--- src/rtl/binary2bcd_iter_pkg.sv ---
// Shared constants for the iterative binary-to-BCD converter:
// default word size and the FSM state encodings.
package binary2bcd_iter_pkg;

    localparam int WORDSIZE = 16;

    typedef enum logic [1:0] {
        IDLE  = 2'd0,
        SHIFT = 2'd1,
        DONE  = 2'd2
    } state_e;

endpackage

--- src/rtl/binary2bcd_iter_digit_adj.sv ---
// Double-dabble digit correction: add 3 to any digit of 5 or more
// so the following left shift carries correctly into the next digit.
module bcd_digit_adj (
    input  logic [3:0] d_i,
    output logic [3:0] d_o
);

    assign d_o = (d_i >= 4'd5) ? (d_i + 4'd3) : d_i;

endmodule

--- src/rtl/binary2bcd_iter.sv ---
// Iterative shift-and-add-3 binary-to-BCD converter, one bit per clock.
// Results stay registered until the next conversion completes.
module binary2bcd_iter
    import binary2bcd_iter_pkg::*;
#(
    parameter int WIDTH  = WORDSIZE,
    parameter int DIGITS = 6,
    parameter int SIGNED = 0
) (
    input  logic                  clk,
    input  logic                  rst_n,
    input  logic                  start,
    input  logic [WIDTH-1:0]      in,
    output logic                  ready,
    output logic                  out_valid,
    output logic [4*DIGITS-1:0]   bcd,
    output logic                  neg,
    output logic                  overflow
);

    localparam int CW = $clog2(WIDTH + 1);
    localparam int DW = 4 * DIGITS;

    state_e          state_q, state_d;
    logic [CW-1:0]   cnt_q, cnt_d;
    logic [WIDTH-1:0] mag_q, mag_d;
    logic [DW-1:0]   dig_q, dig_d;
    logic            acc_q, acc_d;
    logic            sign_q, sign_d;
    logic [DW-1:0]   bcd_q, bcd_d;
    logic            neg_q, neg_d;
    logic            ovf_q, ovf_d;

    logic [DW-1:0]    adj;
    logic [DW-1:0]    dig_sh;
    logic             carry;
    logic             in_neg;
    logic [WIDTH-1:0] in_mag;
    logic             accept;
    logic             go_idle;
    logic             in_shift;

    for (genvar g = 0; g < DIGITS; g++) begin : g_adj
        bcd_digit_adj u_adj (
            .d_i (dig_q[4*g +: 4]),
            .d_o (adj[4*g +: 4])
        );
    end

    // Negation in WIDTH bits maps the most negative input to 2^(WIDTH-1).
    assign in_neg = (SIGNED != 0) && in[WIDTH-1];
    assign in_mag = in_neg ? (~in + {{(WIDTH-1){1'b0}}, 1'b1}) : in;

    assign dig_sh   = {adj[DW-2:0], mag_q[WIDTH-1]};
    assign carry    = adj[DW-1];
    assign in_shift = (state_q == SHIFT);
    assign accept   = start && !in_shift;
    assign go_idle  = (state_q == DONE) && !start;

    always_comb begin
        state_d = state_q;
        cnt_d   = cnt_q;
        mag_d   = mag_q;
        dig_d   = dig_q;
        acc_d   = acc_q;
        sign_d  = sign_q;
        bcd_d   = bcd_q;
        neg_d   = neg_q;
        ovf_d   = ovf_q;
        unique case (1'b1)
            accept: begin
                mag_d   = in_mag;
                sign_d  = in_neg;
                dig_d   = '0;
                acc_d   = 1'b0;
                cnt_d   = CW'(WIDTH);
                state_d = SHIFT;
            end
            in_shift: begin
                dig_d = dig_sh;
                mag_d = {mag_q[WIDTH-2:0], 1'b0};
                acc_d = acc_q | carry;
                cnt_d = cnt_q - CW'(1);
                if (cnt_q == CW'(1)) begin
                    bcd_d   = dig_sh;
                    neg_d   = sign_q;
                    ovf_d   = acc_q | carry;
                    state_d = DONE;
                end
            end
            go_idle: begin
                state_d = IDLE;
            end
            default: begin
                state_d = state_q;
            end
        endcase
    end

    always_ff @(posedge clk or negedge rst_n) begin
        if (!rst_n) begin
            state_q <= IDLE;
            cnt_q   <= '0;
            mag_q   <= '0;
            dig_q   <= '0;
            acc_q   <= 1'b0;
            sign_q  <= 1'b0;
            bcd_q   <= '0;
            neg_q   <= 1'b0;
            ovf_q   <= 1'b0;
        end else begin
            state_q <= state_d;
            cnt_q   <= cnt_d;
            mag_q   <= mag_d;
            dig_q   <= dig_d;
            acc_q   <= acc_d;
            sign_q  <= sign_d;
            bcd_q   <= bcd_d;
            neg_q   <= neg_d;
            ovf_q   <= ovf_d;
        end
    end

    assign ready     = !in_shift;
    assign out_valid = (state_q == DONE);
    assign bcd       = bcd_q;
    assign neg       = neg_q;
    assign overflow  = ovf_q;

endmodule
--- config.mk ---
export PLATFORM = sky130hd
export DESIGN_NAME = binary2bcd_iter
export DESIGN_NICKNAME = d
export VERILOG_FILES = /design/src/rtl/binary2bcd_iter_pkg.sv /design/src/rtl/binary2bcd_iter_digit_adj.sv /design/src/rtl/binary2bcd_iter.sv
export SDC_FILE = /design/constraint.sdc
export NUM_CORES = 1
export LEC_CHECK = 0
export CAP_MARGIN = 20
export CORE_MARGIN = 2
export CORE_UTILIZATION = 40
export DETAILED_ROUTE_END_ITERATION = 16
export PLACE_DENSITY_LB_ADDON = 0.12
export SYNTH_ARGS = -nofsm -noshare
export SYNTH_HDL_FRONTEND = slang
export SYNTH_SLANG_ARGS = --single-unit
--- constraint.sdc ---
create_clock -name clk -period 2 [get_ports clk]
set_input_delay 0.2 -clock clk [delete_from_list [all_inputs] [get_ports clk]]
set_output_delay 0.2 -clock clk [all_outputs]
set_load 0.02 [all_outputs]
==> results of run 1 <==
-- through the flow --
step | power (W) | hold slack (ns) | instances | util [%]
6_report | 0.00707 | 0.364 | 508 | 49.3
3_5_place_dp | 0.00616 | 0.217 | 493 | 47.2
4_1_cts | 0.00719 | 0.388 | 508 | 49.3
5_1_grt | 0.00781 | 0.424 | 508 | 49.3
2_1_floorplan | 0.00506 | -0.0956 | 349 | -
3_3_place_gp | 0.00604 | 0.213 | 493 | 47.2
-- layout make-up --
cell class	count	share of cell area [%]
clock buffer	14	3.82
inverter	16	1.41
timing repair buffer	57	13.0
sequential	73	42.9
tap	108	3.17
multi-input combinational	240	35.7
-- flip-flops by register name, indices dropped and copies added, names as in the netlist --
| register | flops |
|---|---|
| acc_q | 1 |
| cnt_q | 5 |
| dig_q | 24 |
| bcd | 24 |
| mag_q | 16 |
| state_q | 2 |
| overflow | 1 |
-- metal layers --
layer	track usage (%)	vias up	part of all wire (%)
li1	-	1312	-
met1	21.9	1229	49
met2	25.0	43	45
met3	3.44	13	3.2
met4	7.91	0	2.6
met5	0	-	0
-- report_power, final --
| part | switching, W | internal (W) |
|---|---|---|
| Sequential | 0.000495 | 0.00213 |
| Combinational | 0.00191 | 0.00153 |
| Clock | 0.000492 | 0.000507 |
-- worst min path at each step --
stage                               end  slack (ns)
detailed placement  bcd[20]$_DFFE_PN0P_        0.22
floorplan             acc_q$_DFFE_PN0P_        -0.1
finish              bcd[20]$_DFFE_PN0P_        0.36
global route        bcd[20]$_DFFE_PN0P_        0.42
global placement    bcd[19]$_DFFE_PN0P_        0.21
CTS                 bcd[20]$_DFFE_PN0P_        0.39
-- cell usage in the layout (no fill, tap or decap), types with 2 or more instances in the layout --
cell type / netlist / final
o31ai_1: 9 / 9
nand2_1: 44 / 44
clkdlybuf4s50_1: 0 / 43
nor2_1: 5 / 5
a21oi_1: 19 / 19
buf_4: 1 / 11
clkbuf_1: 3 / 3
ha_1: 14 / 14
dfrtp_1: 73 / 73
o21ai_0: 58 / 58
mux2i_1: 16 / 16
inv_1: 15 / 15
o21ai_1: 11 / 11
nand2b_1: 6 / 6
mux2_2: 7 / 7
clkbuf_8: 0 / 11
xnor2_1: 7 / 7
nor2b_1: 2 / 2
nand3_1: 18 / 18
a32o_1: 6 / 6
nor3b_1: 12 / 12
-- logic make-up (layout without fill, tap and decap cells) --
| kind of cell | count (synthesis) | count (layout) | share of synthesized area, % |
|---|---|---|---|
| AO/OA/AOI/OAI | 105 | 105 | 16.6 |
| AND/OR/NAND/NOR | 90 | 90 | 12.8 |
| flip-flops | 73 | 73 | 51.9 |
| buffers and inverters | 36 | 87 | 5.05 |
| multiplexers | 23 | 23 | 6.79 |
| adder cells (fa/ha/maj) | 14 | 14 | 4.98 |
| XOR/XNOR | 7 | 7 | 1.74 |
| other | 1 | 1 | 0.107 |
-- repair_timing --
action,CTS,global route
hold endpoints to repair,37,0
gates resized for setup,1,1
hold buffers,1,0
gates cloned,0,0
setup endpoints to repair,1,1
==> flow_summary_export.csv, run 1 <==
group,metric,value,unit
outcome,status,"completed",
yosys,synth_warnings,0,
yosys,syn_area_per_cell,10.1,µm²
detailed_routing,drt_iter0_drc,75,
floorplan,fp.dieArea,0.00957,mm²
detailed_routing,vias,2597,
pwr,ir_drop,0.799,mV
yosys,synth_area_leaders,"dfrtp_1 (52%), o21ai_0 (8.2%), ha_1 (5.0%), nand2_1 (4.7%), mux2i_1 (4.6%)",
detailed_routing,dr.pass1.iters,4,
yosys,synth_top_area_cell,"dfrtp_1",
floorplan,fp.dieW,97.8,µm
critical_path,rrSetupSlack,0.25,ns
yosys,synth_commonest_cells,"dfrtp_1 (73), o21ai_0 (58), nand2_1 (44)",
yosys,syn_inst,349,
clock_network,clock-root-buffer,"clkbuf_8",
global_routing,antenna_found_initial,0,
critical_path,max_stage_delay,0.63,ns
timing,worst_pin_slew,0.504,ns
detailed_routing,avgRoutedWirePerCell,13.6,µm
clock_network,post-cts-setup-buffers,0,
critical_path,worst-path-stages,2,
timing,tns,0,ns
critical_path,reg2reg_to,"bcd[2]$_DFFE_PN0P_",
clock_network,cts_inserted_buffers,9,
timing,rsz0062_at_grt,"false",
clock_network,worstSkewPairLatency,0.34,ns
pwr,leakagePower,1.89,nW
yosys,yosysMostFrequentCell,"dfrtp_1",
floorplan,core,0.00864,mm²
timing,finalCritPeriodShare,88.0,%
global_routing,grt_pass1_vias,2661,
layout,final_design_area_no_fill,0.00426,mm²
detailed_routing,routed_wl,6910,µm
floorplan,start_util,40.8,%
pwr,cellPowerDensity,1660,mW/mm²
yosys,ys.flop_type,"dfrtp_1",
timing,post-route-worst-setup-slack,0.240,ns
critical_path,worst-path-max-fanout,3,
clock_network,clockBufferDepth,2,
floorplan,rows,34,
detailed_routing,via_per_inst,5.11,
critical_path,crit_end,"out_valid",
floorplan,io_pins,47,
placed_design,place.port_buffers,45,
yosys,syn_nets,382,
detailed_routing,antenna_left,0,
timing,report.final.slew_viol_count,0,
critical_path,startpoint_type,"flip-flop",
critical_path,crit_required,1.80,ns
critical_path,path_buf_inv,1,
layout,finalNetCount,430,
layout,final_layout_size_suffix_gt1_share,8.50,%
yosys,synth_edf_count,0,
placed_design,dp_hpwl,4880,µm
yosys,synth-async-reset-ratio,100,%
layout,fillers,804,
critical_path,slowest_stage,"clkdlybuf4s50_1",
run,cap_violations,0,
yosys,ys_seq_area_share,51.9,%
critical_path,critPathLaunch,"state_q[1]$_DFFE_PN0P_",
layout,synthToLayoutAreaGrowth,21.0,%
clock_network,clkTransAtPathRegs,0.07,ns
global_routing,grt_max_degree,39,
timing,period_minus_slack,1.76,ns
timing,slew_headroom,66.4,%
critical_path,r2r_start,"dig_q[0]$_DFFE_PN0P_",
detailed_routing,drc,0,
placed_design,gp_congestion,0.724,
layout,diodes,0,
critical_path,path_class,"reg -> out",
critical_path,crit_arrival,1.56,ns
timing,finalSetupViolCount,0,
placed_design,place_area,0.00408,mm²
layout,regArea,0.00183,mm²
critical_path,reg2regPathDepth,6,
min_path,hold_path.class,"in -> async",
yosys,synth.distinct_cells,29,
yosys,yosysTopAreaCellShare,51.9,%
critical_path,crit_chain,"nor2b_1 -> clkdlybuf4s50_1",
timing,fmaxAchievable,568,MHz
layout,multiInputGateArea,0.00152,mm²
clock_network,cts_tree,"done",
timing,hold_viol_final,0,
critical_path,critPathCaptureType,"output pin",
yosys,ys_ff_latch,73,
yosys,synth_area,0.00352,mm²
critical_path,crit_family,"buffers and inverters",
clock_network,cts_max_level,3,
placed_design,post-place-ws,0.283,ns
timing,clock_skew,0.00559,ns
global_routing,gr-total-overflow,0,
clock_network,cts.sinks,73,
global_routing,grt.total_usage,16.2,%
floorplan,dieHeight,97.8,µm
global_routing,grt_first_pass_wirelength,12500,µm
Note: power is estimated with default switching activity, not from simulation.
==> run 2: changes to the inputs <==
Settings changed: HOLD_SLACK_MARGIN set to 0.12, MAX_ROUTING_LAYER set to met4.
==> run 2 against run 1 <==
- combinational power about the same
- routed wire length grew 0.45%
- maximum frequency about the same
- sequential power about the same
- hold slack worse by 0.0015 ns
- clock power is essentially flat
- global-route usage grew 0.54 points
- power barely moved
- critical path type unchanged
==> flow_summary_export.csv, run 2 (same netlist as run 1, synthesis figures left out) <==
group,metric,value,unit
clock_network,cts_tree,"done",
detailed_routing,drt_iter0_drc,80,
detailed_routing,antenna_left,0,
clock_network,post-cts-setup-buffers,0,
clock_network,worstSkewPairLatency,0.34,ns
detailed_routing,drc,0,
timing,hold_viol_final,0,
critical_path,reg2regPathDepth,6,
clock_network,clockBufferDepth,2,
critical_path,critPathLaunch,"state_q[1]$_DFFE_PN0P_",
timing,report.final.slew_viol_count,0,
timing,rsz0062_at_grt,"false",
pwr,leakagePower,1.89,nW
clock_network,cts.sinks,73,
critical_path,crit_arrival,1.56,ns
timing,period_minus_slack,1.76,ns
placed_design,dp.cells,493,
detailed_routing,dr_wl_met2,3170,µm
clock_network,cts_inserted_buffers,9,
timing,slew_headroom,66.5,%
timing,tns,0,ns
floorplan,fp.dieArea,0.00957,mm²
global_routing,gr-total-overflow,0,
critical_path,crit_chain,"nor2b_1 -> clkdlybuf4s50_1",
global_routing,grt.total_usage,16.7,%
run,cap_violations,0,
floorplan,io_pins,47,
layout,mostFrequentLayoutCells,"dfrtp_1 (73), o21ai_0 (58), nand2_1 (44)",
layout,final_layout_size_suffix_gt1_share,8.50,%
critical_path,critPathCaptureType,"output pin",
clock_network,clock-root-buffer,"clkbuf_8",
layout,synthToLayoutAreaGrowth,21.0,%
placed_design,place.port_buffers,45,
placed_design,post-place-ws,0.283,ns
critical_path,crit_family,"buffers and inverters",
critical_path,path_buf_inv,1,
critical_path,rrSetupSlack,0.26,ns
floorplan,rows,34,
timing,finalSetupViolCount,0,
layout,finalNetCount,430,
floorplan,dieHeight,97.8,µm
layout,final_cell_count_no_fill,508,
global_routing,grt_first_pass_wirelength,12500,µm
timing,fmaxAchievable,568,MHz
critical_path,worst-path-max-fanout,3,
critical_path,r2r_start,"dig_q[0]$_DFFE_PN0P_",
critical_path,max_stage_delay,0.63,ns
global_routing,grt_pass1_vias,2661,
min_path,hold_path.class,"in -> async",
detailed_routing,highest-signal-layer,"met4",
layout,mostFrequentLayoutCell,"dfrtp_1",
critical_path,startpoint_type,"flip-flop",
global_routing,grt_max_degree,39,
outcome,status,"completed",
clock_network,cts_max_level,3,
detailed_routing,dr.pass1.iters,4,
critical_path,slowest_stage,"clkdlybuf4s50_1",
critical_path,crit_end,"out_valid",
detailed_routing,via_per_inst,5.15,
detailed_routing,avgRoutedWirePerCell,13.7,µm
floorplan,fp.dieW,97.8,µm
global_routing,antenna_found_initial,0,
floorplan,start_util,40.8,%
timing,post-route-worst-setup-slack,0.239,ns
detailed_routing,routed_wl,6940,µm
detailed_routing,wl_met1,3400,µm
critical_path,crit_required,1.80,ns
layout,diodes,0,
timing,worst_pin_slew,0.502,ns
detailed_routing,wl_met3,222,µm
timing,finalCritPeriodShare,88.1,%
placed_design,gp_congestion,0.732,
pwr,cellPowerDensity,1660,mW/mm²
floorplan,core,0.00864,mm²
timing,clock_skew,0.00588,ns
detailed_routing,vias,2617,
critical_path,reg2reg_to,"bcd[2]$_DFFE_PN0P_",
critical_path,worst-path-stages,2,
clock_network,clkTransAtPathRegs,0.07,ns
critical_path,path_class,"reg -> out",
placed_design,dp_hpwl,4880,µm
pwr,ir_drop,0.800,mV
## run 2: cell counts in the layout (fill, tap and decap cells not counted)
No cell type changed its count.
## run 2: area by class of cell
cell class	instances	area [µm²]
clock buffers	14	163
fillers	804	4380
well taps	108	135
multi-input cells	240	1520
inverters	16	60.1
flip-flops and latches	73	1830
repair buffers	57	556
## run 2: worst reg2reg max path: stages (launching register included)
cell and delay, ns:
dfrtp_1 0.39, inv_1 0.12, ha_1 0.26, nand2b_1 0.09, a21oi_1 0.24, mux2_2 0.39
o21ai_0 0.16
## run 2: report_power, final
part           switching, W  internal [W]
logic               0.00191       0.00153
registers          0.000498       0.00213
clock network      0.000495      0.000507
## run 2: metal layers
metal	vias up	global-route usage [%]
met4	0	7.91
met5	-	-
met2	49	25.0
met3	12	3.22
met1	1243	22.1
li1	1313	-
## run 2: worst min path at each step
stage / start / cells past startpoint / to / slack (ns)
4_1_cts: rst_n / 2 / bcd[20]$_DFFE_PN0P_ / 0.39
5_1_grt: rst_n / 2 / bcd[20]$_DFFE_PN0P_ / 0.42
6_report: rst_n / 2 / bcd[20]$_DFFE_PN0P_ / 0.36
3_3_place_gp: rst_n / 1 / bcd[19]$_DFFE_PN0P_ / 0.21
3_5_place_dp: rst_n / 1 / bcd[20]$_DFFE_PN0P_ / 0.22
2_1_floorplan: rst_n / 0 / acc_q$_DFFE_PN0P_ / -0.1
## run 2: per-stage QoR
step	instance area, µm²	total power [W]	utilization, %	hold WS [ns]
finish	4260	0.00708	49.3	0.363
CTS	4260	0.00719	49.3	0.388
global placement	4080	0.00604	47.2	0.213
global route	4260	0.00782	49.3	0.424
detailed placement	4080	0.00616	47.2	0.217
floorplan	3520	0.00506	-	-0.0956
## run 2: timing repair
| item | 4_1_cts | 5_1_grt |
|---|---|---|
| hold endpoints to repair | 37 | 0 |
| resized for setup | 1 | 1 |
| hold buffers | 1 | 0 |
| setup endpoints to repair | 1 | 1 |
